===== src/rtl/vga_pkg.sv =====
// Shared frame-buffer geometry, bus widths and arbiter state encoding.
// Latency: none (declarations only).
// Backpressure: not applicable.
package vga_pkg;

  localparam int FB_W       = 160;  // logical pixels per row
  localparam int FB_H       = 120;  // logical rows
  localparam int SCALE_LOG2 = 2;    // log2 of screen pixels per logical pixel, per axis
  localparam int ADDR_W     = 15;   // frame RAM address width
  localparam int COLOR_W    = 8;    // pixel colour width

  typedef enum logic {
    ST_IDLE  = 1'b0,
    ST_CLEAR = 1'b1
  } state_t;

endpackage


===== src/rtl/fb_addr_gen.sv =====
// Linear frame-buffer address from logical (x, y): y*FB_W + x, wrapping modulo 2^ADDR_W.
// Latency: purely combinational.
// Backpressure: none.
// Ports: x_i/y_i logical coordinates, addr_o linear RAM address.
module fb_addr_gen
  import vga_pkg::*;
#(
  parameter int FB_W = vga_pkg::FB_W
) (
  input  logic [9:0]        x_i,
  input  logic [9:0]        y_i,
  output logic [ADDR_W-1:0] addr_o
);

  // All operands sized to ADDR_W so the product and sum wrap at 2^ADDR_W.
  assign addr_o = ADDR_W'(y_i) * ADDR_W'(FB_W) + ADDR_W'(x_i);

endmodule


===== src/rtl/fb_arbiter.sv =====
// Single-port frame RAM arbiter: display fetch > buffer clear > pixel write.
// Latency: fetch data reaches pix_color 2 cycles after the fetch slot; writes issue in the handshake cycle.
// Backpressure: wr_ready low in fetch slots and while a clear is running.
// Ports: video_on/pixel_x/pixel_y display timing; wr_* write request; clear_* fill control;
//        mem_* frame RAM command and read data; pix_color/pix_valid display colour out.
module fb_arbiter
  import vga_pkg::*;
#(
  parameter int FB_W       = vga_pkg::FB_W,
  parameter int FB_H       = vga_pkg::FB_H,
  parameter int SCALE_LOG2 = vga_pkg::SCALE_LOG2
) (
  input  logic               clk_25MHz,
  input  logic               rst,
  input  logic               video_on,
  input  logic [9:0]         pixel_x,
  input  logic [9:0]         pixel_y,
  input  logic               wr_valid,
  input  logic [7:0]         wr_x,
  input  logic [6:0]         wr_y,
  input  logic [COLOR_W-1:0] wr_data,
  output logic               wr_ready,
  input  logic               clear_start,
  input  logic [COLOR_W-1:0] clear_color,
  output logic               clear_busy,
  output logic               clear_done,
  output logic [ADDR_W-1:0]  mem_addr,
  output logic               mem_we,
  output logic [COLOR_W-1:0] mem_wdata,
  input  logic [COLOR_W-1:0] mem_rdata,
  output logic [COLOR_W-1:0] pix_color,
  output logic               pix_valid
);

  localparam logic [ADDR_W-1:0] LAST_ADDR = ADDR_W'(FB_W * FB_H - 1);

  state_t              state_q, state_d;
  logic [ADDR_W-1:0]   cnt_q, cnt_d;
  logic [COLOR_W-1:0]  color_q, color_d;
  logic                done_q, done_d;
  logic [1:0]          vid_q;      // video_on delay line, [1] is two cycles old
  logic                fetch_q;    // a fetch was issued last cycle
  logic [COLOR_W-1:0]  pix_q;

  logic                fetch_slot;
  logic                wr_in_range;
  logic [ADDR_W-1:0]   fetch_addr;
  logic [ADDR_W-1:0]   wr_addr;

  // One RAM slot out of every 2^SCALE_LOG2 screen pixels feeds the display.
  assign fetch_slot = video_on && (pixel_x[SCALE_LOG2-1:0] == '0);

  fb_addr_gen #(.FB_W(FB_W)) u_fetch_addr (
    .x_i    (pixel_x >> SCALE_LOG2),
    .y_i    (pixel_y >> SCALE_LOG2),
    .addr_o (fetch_addr)
  );

  fb_addr_gen #(.FB_W(FB_W)) u_wr_addr (
    .x_i    ({2'b00, wr_x}),
    .y_i    ({3'b000, wr_y}),
    .addr_o (wr_addr)
  );

  assign wr_in_range = (32'(wr_x) < FB_W) && (32'(wr_y) < FB_H);
  assign wr_ready    = (state_q == ST_IDLE) && !fetch_slot;
  assign clear_busy  = (state_q == ST_CLEAR);
  assign clear_done  = done_q;
  assign pix_valid   = vid_q[1];
  assign pix_color   = vid_q[1] ? pix_q : '0;

  always_comb begin
    state_d   = state_q;
    cnt_d     = cnt_q;
    color_d   = color_q;
    done_d    = 1'b0;
    mem_we    = 1'b0;
    mem_addr  = '0;
    mem_wdata = '0;

    if (fetch_slot) begin
      mem_addr = fetch_addr;
    end else if (state_q == ST_CLEAR) begin
      mem_we    = 1'b1;
      mem_addr  = cnt_q;
      mem_wdata = color_q;
      if (cnt_q == LAST_ADDR) begin
        state_d = ST_IDLE;
        cnt_d   = '0;
        done_d  = 1'b1;
      end else begin
        cnt_d = cnt_q + 1'b1;
      end
    end else if (wr_valid && wr_in_range) begin
      // wr_ready is implied here: IDLE and not a fetch slot.
      // Out-of-range requests still handshake but never reach the RAM.
      mem_we    = 1'b1;
      mem_addr  = wr_addr;
      mem_wdata = wr_data;
    end

    // Start is sampled only in IDLE, so a restart mid-fill is impossible.
    if (state_q == ST_IDLE && clear_start) begin
      state_d = ST_CLEAR;
      cnt_d   = '0;
      color_d = clear_color;
    end
  end

  always_ff @(posedge clk_25MHz or posedge rst) begin
    if (rst) begin
      state_q <= ST_IDLE;
      cnt_q   <= '0;
      color_q <= '0;
      done_q  <= 1'b0;
      vid_q   <= '0;
      fetch_q <= 1'b0;
      pix_q   <= '0;
    end else begin
      state_q <= state_d;
      cnt_q   <= cnt_d;
      color_q <= color_d;
      done_q  <= done_d;
      vid_q   <= {vid_q[0], video_on};
      fetch_q <= fetch_slot;
      // RAM data for last cycle's fetch is on mem_rdata now.
      if (fetch_q) pix_q <= mem_rdata;
    end
  end

endmodule


===== config.mk =====
export PLATFORM = sky130hd
export DESIGN_NAME = fb_arbiter
export DESIGN_NICKNAME = d
export VERILOG_FILES = /design/src/rtl/vga_pkg.sv /design/src/rtl/fb_addr_gen.sv /design/src/rtl/fb_arbiter.sv
export SDC_FILE = /design/constraint.sdc
export NUM_CORES = 1
export LEC_CHECK = 0
export ABC_AREA = 1
export CAP_MARGIN = 0
export CELL_PAD_IN_SITES_DETAIL_PLACEMENT = 1
export CELL_PAD_IN_SITES_GLOBAL_PLACEMENT = 2
export CORE_MARGIN = 10
export CORE_UTILIZATION = 30
export CTS_CLUSTER_SIZE = 24
export DETAILED_ROUTE_END_ITERATION = 10
export PLACE_DENSITY_LB_ADDON = 0.1
export SKIP_LAST_GASP = 1
export SYNTH_ARGS = -nofsm -noshare
export SYNTH_HDL_FRONTEND = slang
export SYNTH_HIERARCHICAL = 1
export SYNTH_SLANG_ARGS = --single-unit

===== constraint.sdc =====
create_clock -name clk_25MHz -period 6.6 [get_ports clk_25MHz]
set_input_delay 0.99 -clock clk_25MHz [delete_from_list [all_inputs] [get_ports clk_25MHz]]
set_output_delay 0.99 -clock clk_25MHz [all_outputs]
set_load 0.01 [all_outputs]

# Word-level counts from Yosys, hierarchy flattened
# Index checks and enable logic that the tools add are counted.
dict set report word_totals {
  ff_bits 36
  inputBits 64
  out_inout_bits 36
  elab_cells 47
}
dict set report op_classes {
  multipliers 2
  add_sub_neg 3
  n_bitwise 1
  magnitude_cmp 2
  n_reduce_logical 9
  n_eq_ne 2
  muxes 21
}
# cell n
set ops {}
lappend ops {{15-bit 2-to-1 mux} 7}
lappend ops {{8-bit 2-to-1 mux} 4}
lappend ops {{15-bit by 8-bit adder with 15-bit output} 2}
lappend ops {{15-bit by 1-bit adder with 15-bit output, second input constant} 1}
lappend ops {{15-bit == test, second input constant} 1}
lappend ops {{7-bit by 3-bit multiplier with 10-bit output, second input constant} 1}
lappend ops {{8-bit by 3-bit multiplier with 10-bit output, second input constant} 1}
lappend ops {{1-bit 2-to-1 mux} 10}
lappend ops {{8-bit less-than comparator, second input constant} 1}
lappend ops {{7-bit less-than comparator, second input constant} 1}
lappend ops {{1-bit logical AND} 5}
lappend ops {{2-bit zero test} 1}
lappend ops {{2-bit by 1-bit != test with 1-bit output, second input constant} 1}
lappend ops {{2-bit AND reduction} 1}
lappend ops {{2-bit nonzero test} 1}
lappend ops {{1-bit zero test} 1}
lappend ops {{1-bit NOT} 1}

# Logic depth before layout (Yosys ltp)
dict set report logic_depth {
  depth_word 6
  ltp_mapped 14
  depth_no_buf 14
}

# By module
# Netlist, hierarchy kept.
# mod area_per_inst_um2 cells_per_inst n_inst seq_area_each_um2
set modules_own_cells {}
lappend modules_own_cells {fb_arbiter 2301.0 292 1 900.9}
lappend modules_own_cells {{fb_addr_gen (u_wr_addr)} 795.8 126 1 0.0}
lappend modules_own_cells {{fb_addr_gen (u_fetch_addr)} 783.3 123 1 0.0}

# Least setup slack after synthesis
# OpenSTA, ideal clock, no wires.
dict set report synth_path {
  path_kind {in2out}
  start {input port wr_y[1]}
  end {output port mem_addr[12]}
  arrival_ns 3.053
  slack_ns 2.557
  stages 12
  path_buffers 0
  required_time_ns 5.610
  cell_sequence {ha_1 ha_1 fa_1 ha_1 nand2_1 inv_1 nand2_1 nand3_2 nand3_2 xor2_1 nand2_1 o211ai_1}
}
dict set report synth_between {
  word_cells_on_any_way 8
  classes_between {add/sub: 1; mul: 1; order compare: 1; mux: 3; reduce/logical: 2}
}
# element line
set synth_rtl {}
lappend synth_rtl {{start, declared} fb_arbiter.sv:20} ;# input logic [6:0] wr_y,
lappend synth_rtl {{7-bit by 3-bit multiplier with 10-bit output} fb_addr_gen.sv:16} ;# assign addr_o = ADDR_W'(y_i) * ADDR_W'(FB_W) + ADDR_W'(x_i);
lappend synth_rtl {{15-bit by 8-bit adder with 15-bit output} fb_addr_gen.sv:16}
lappend synth_rtl {{via wr_addr[12]} fb_arbiter.sv:48} ;# logic [ADDR_W-1:0] wr_addr;
lappend synth_rtl {{15-bit 2-to-1 mux} fb_arbiter.sv:94} ;# end else if (wr_valid && wr_in_range) begin
lappend synth_rtl {{15-bit 2-to-1 mux} fb_arbiter.sv:83} ;# end else if (state_q == ST_CLEAR) begin
lappend synth_rtl {{15-bit 2-to-1 mux} fb_arbiter.sv:81} ;# if (fetch_slot) begin
lappend synth_rtl {{end, declared} fb_arbiter.sv:27} ;# output logic [ADDR_W-1:0] mem_addr,
# The timed path passes the listed nets, and every way through them passes these cells.

# Worst setup path after layout
# Same ends and word-level chain as after synthesis.

==> flow_summary.yaml <==
synthesis:
  synth_common_cells: "193 x nand2_1, 59 x inv_1, 37 x ha_1"
  async_flop_share_pct: 100
  synth_top_cell_by_area: "dfrtp_1"
  yosysMostFrequentCell: "nand2_1"
  synth.yosys.seq_area_share_pct: 23.2
  synth_flop_cell: "dfrtp_1"
  ys_ff_latch: 36
  synthDistinctLibCells: 36
  synthesis.area_um2: 3880
  yosysWarnings: 6
  synthCells: 541
  synth_edf_count: 0
  synth.avg_cell_area_um2: 7.17
  synth_area_leaders: "dfrtp_1 23%, nand2_1 19%, ha_1 12%"
  yosys.area.top_type_share_pct: 23.2
detailed_routing:
  wl_per_cell_um: 14.7
  ant_nets: 0
  firstDrtPassIters: 4
  route.vias.total: 3769
  drc: 0
  routed_via_density: 4.64
  drt_iter0_drc: 124
  wl_mm: 11.9
placed_design:
  io_buffer_count: 97
  placed_cells: 804
  dp_hpwl_mm: 10.1
  dpl_cell_area_um2: 4990
  gp_congestion: 0.771
clock_tree:
  path_clk_slew_ns: 0.06
  cts-resized-gates: 0
  cts_tree: "built"
  worst_skew_pair.late_latency_ns: 0.28
  root_buffer: "clkbuf_16"
  clock_path_buffers: 2
  cts.htree.levels: 2
  cts_hold_buf: 0
  cts_made_buffers: 5
  postCtsSetupBuffers: 0
  cts_sinks: 36
die:
  io_pins: 100
  rows: 41
  core_um2: 12600
  die_area_um2: 17900
  fp.dieW_um: 134
  floorplan.initialDensity_pct: 30.7
  die_h_um: 134
setup_path:
  critPathRequiredTime_ns: 5.61
  crit_buf_inv: 3
  cp_cell_sequence: "clkdlybuf4s50_1 -> ha_1 -> ha_1 -> fa_1 -> ha_1 -> nand2_1 -> inv_1 -> nand2_1 -> nand3_2 -> nand3_2 -> xor2_1 -> nand2_1 -> o211ai_1 -> clkdlybuf4s50_1"
  cp.arrival_ns: 4.33
  slowest_stage: "clkdlybuf4s50_1"
  critPathLaunchType: "primary input"
  crit_type: "primary input to primary output"
  cpPeakStageDelay_ns: 0.61
  cp-end-kind: "primary output"
  cp_top_family: "adder cells"
  crit_path_max_fanout: 4
cells_and_area:
  multi_input_area_um2: 2640
  final_nets: 744
  finalInstanceArea_um2: 5150
  area.sequential_um2: 901
  area_delta_synth_final_pct: 32.8
  post_route_cells_drive_above_1_share_pct: 12.0
  antenna_cells: 0
  nFillCells: 1619
  fin_util_pct: 40.8
  fin_cells: 812
power_and_ir_drop:
  ir_drop_mv: 0.0811
  p_leak_nw: 2.45
  p_per_area_nw_per_um2: 196
  power.total_mw: 1.01
sta:
  fin_crit_sh_pct: 80.7
  finClkSkew_ns: 0.00475
  hold_viol: 0
  fmax_mhz: 188
  finalSetupTns_ns: 0
  setup_viol: 0
  tightest_slew_ns: 0.943
  relSlewSlack_pct: 36.9
  maxSlewViolCount: 0
  rsz0062_at_grt: "no"
  fin_crit_ns: 5.32
global_route:
  grt_max_degree: 37
  grt_pass1_wl_mm: 20.3
  antenna_found_initial: 0
  grtUsageTotal_pct: 13.6
  grt-ovfl-total: 0
  grt_pass1_vias: 4061
run:
  drv_cap: 0
status:
  outcome: "finished clean"
hold_path:
  hold_class: "flip-flop to flip-flop"
layer usage:
layer / track usage, % / vias up / share of wire [%]
met3: 3.08 / 5 / 4.4
met4: 2.84 / 0 / 0.73
met1: 16.7 / 1805 / 46
met5: 0 / - / 0
li1: - / 1898 / -
met2: 23.7 / 61 / 49
flip-flops by register name, indices dropped and copies added, names as in the netlist:
signal and count:
cnt_q 15, color_q 8, pix_q 8, vid_q 2
clear_busy 1, clear_done 1, fetch_q 1
area by class of cell:
cell class	count	share of cell area, %
clock inverters	2	0.680
multi-input cells	430	51.2
well taps	172	4.18
repair buffers	98	19.0
flip-flops and latches	36	17.5
inverters	68	4.95
clock buffers	6	2.50
stage by stage:
step	setup slack [ns]	hold WS [ns]
floorplan	2.56	0.331
global placement	1.29	0.336
detailed placement	1.26	0.341
CTS	1.25	0.354
global route	0.978	0.371
finish	1.28	0.356
logic make-up after synthesis:
logic type | synth area share [%]
other | 0.0967
adders and majority gates | 14.0
buffers and inverters | 10.1
AOI/OAI and AO/OA | 9.03
muxes | 4.64
xor gates and xnor gates | 4.68
DFF | 23.2
and+or+nand+nor | 34.2
path summary, 6_finish.rpt:
| kind | start | endpoint | slack, ns | depth (start not counted) |
|---|---|---|---|---|
| max | wr_y[1] | mem_addr[12] | 1.28 | 14 |
| min | vid_q[0] | vid_q[1] | 0.36 | 0 |
| max reg2reg | cnt_q[0] | cnt_q[10] | 5.01 | 8 |
| min reg2reg | vid_q[0] | vid_q[1] | 0.36 | 0 |
| max in group asynchronous | rst | cnt_q[2] | 5.13 | 3 |
| min in group asynchronous | rst | cnt_q[10] | 1.13 | 3 |
worst reg2reg max path, delay by kind of cell, from the launching register on:
kind	cells	cell delay, ns
adder cells (fa/ha/maj)	1	0.27
flip-flops	1	0.43
AND/OR/NAND/NOR	7	0.83
cell usage in the layout, fill, tap and decap left out, types with 8 or more instances in the layout:
cell type	n
nand2_1	193
nand3_1	30
xor2_1	10
a21oi_1	9
clkdlybuf4s50_1	97
conb_1	15
nor2_1	21
o211ai_1	15
inv_2	8
nand3_2	8
mux2_2	16
nand2_2	12
inv_1	59
ha_1	37
dfrtp_1	36
o21ai_0	9
power breakdown:
group	leakage (nW)	internal [mW]	switching [mW]
Sequential	0.457	0.255	0.0402
Combinational	1.91	0.216	0.235
Clock	0.0808	0.178	0.0884
(Power assumes the default switching activity.)
==> RTL edit, RTL diff (same flow settings) <==
Change the package constant `COLOR_W` from 8 to 9.
--- a/src/rtl/vga_pkg.sv
+++ b/src/rtl/vga_pkg.sv
@@ -7,7 +7,7 @@
   localparam int FB_H       = 120;  // logical rows
   localparam int SCALE_LOG2 = 2;    // log2 of screen pixels per logical pixel, per axis
   localparam int ADDR_W     = 15;   // frame RAM address width
-  localparam int COLOR_W    = 8;    // pixel colour width
+  localparam int COLOR_W    = 9;    // pixel colour width
 
   typedef enum logic {
     ST_IDLE  = 1'b0,
Ports: changed (5 resized); port bits go from 100 to 105. No check against the original RTL was run, so the function may have changed too.
==> RTL edit against the original RTL <==
Wire length decreased by 1.6%. Sequential cell count increased by 2. Synthesized area increased by 3.2%. Setup slack improved by 0.12 ns. Largest cell class unchanged. Cell area increased by 3.5%. Utilization decreased by 0.25 points. Total power increased by 6.6%. Non-clock buffer count increased by 5.
==> RTL edit: results <==
detailed_routing:
  drt_iter0_markers: 149
  wl_per_cell_um: 13.9
place:
  dp_hpwl_um: 9860
  dp_slack_ns: 1.34
  io_buffers: 102
  finalWeightedCongestion: 0.771
setup_path:
  rr_endpoint: "cnt_q[14]"
  reg2reg_slack_ns: 5.07
layout:
  largestRegisters: "cnt_q (15), color_q (9), pix_q (9)"
  drive_above_1_share: 0.117
  final_nets: 776
global_route:
  grt_pass1_vias: 4143
  grt_usage: 0.129
  grt_pass1_wl_um: 19700
  grt_start_max_net_pins: 39
yosys:
  yosys.area_share.adder: 0.136
  synth_compound_area_frac: 0.0588
  yosys.area_share.xor_xnor: 0.0431
  synthTopCellsByCount: "nand2_1, inv_1, nand3_1"
pwr:
  leakagePower_nw: 2.59
  ir_drop_v: 0.0000986
  swShare: 0.344
run_status:
  outcome: "finished, final reports clean"
timing:
  fin_worst_skew_ns: 0.00272
  worst_slew_pin_slew_ns: 0.636
clock_network:
  cts_max_path_buffers: 2
==> RTL edit: worst max path at each step <==
| stage | to | slack, ns | from |
|---|---|---|---|
| floorplan | mem_addr[12] | 2.64 | wr_y[1] |
| global placement | mem_addr[12] | 1.40 | wr_y[1] |
| finish | mem_addr[12] | 1.40 | wr_y[1] |
| global route | mem_addr[14] | 1.16 | wr_y[1] |
| CTS | mem_addr[12] | 1.33 | wr_y[1] |
| detailed placement | mem_addr[12] | 1.34 | wr_y[1] |
==> RTL edit: cells by family (layout without fill, tap and decap cells) <==
family	count (synthesis)	count (layout)
simple gates	319	319
buf+inv	99	185
fa+ha+maj	41	41
compound gates	39	39
flops	38	38
xor+xnor	18	18
mux	14	14
other cells	1	15
==> RTL edit: area by class of cell <==
cell class | count | area (um^2) | area share
multi-input combinational | 446 | 2660 | 0.499
timing repair buffer | 103 | 1030 | 0.193
sequential | 38 | 951 | 0.178
inverter | 74 | 278 | 0.0521
tap | 176 | 220 | 0.0413
clock buffer | 5 | 125 | 0.0235
clock inverter | 3 | 68.8 | 0.0129
==> RTL edit: power groups by stage <==
stage	sequential, W	combinational, W	clock [W]
2_1_floorplan	0.000302	0.000300	0
3_3_place_gp	0.000316	0.000448	0
3_5_place_dp	0.000318	0.000458	0
4_1_cts	0.000314	0.000461	0.000323
5_1_grt	0.000322	0.000514	0.000334
6_report	0.000314	0.000450	0.000315
==> RTL edit: per-stage QoR <==
stage	instances	utilization	total power [W]	hold WS [ns]	instance area [um^2]
floorplan	583	-	0.000602	0.331	4060
global placement	837	0.391	0.000765	0.341	5140
detailed placement	837	0.391	0.000776	0.339	5140
CTS	845	0.406	0.00110	0.353	5330
global route	845	0.406	0.00117	0.365	5330
finish	845	0.406	0.00108	0.349	5330
==> RTL edit: worst max-delay path: stages <==
cell	delay (ns)
clkdlybuf4s50_1	0.48
ha_1	0.33
ha_1	0.22
fa_1	0.45
ha_1	0.34
nand2_1	0.10
inv_1	0.04
nand2_1	0.07
nand3_2	0.10
nand3_2	0.11
xor2_1	0.15
nand4_1	0.11
nand3_1	0.15
clkdlybuf4s50_1	0.57
==> RTL edit: metal layers <==
metal,track usage,vias to the layer above,wire [um],part of all wire
met5,0,-,0,0
met1,0.159,1815,5440,0.46
met3,0.0271,9,523,0.045
li1,-,2001,-,-
met4,0.0323,0,133,0.011
met2,0.223,69,5650,0.48
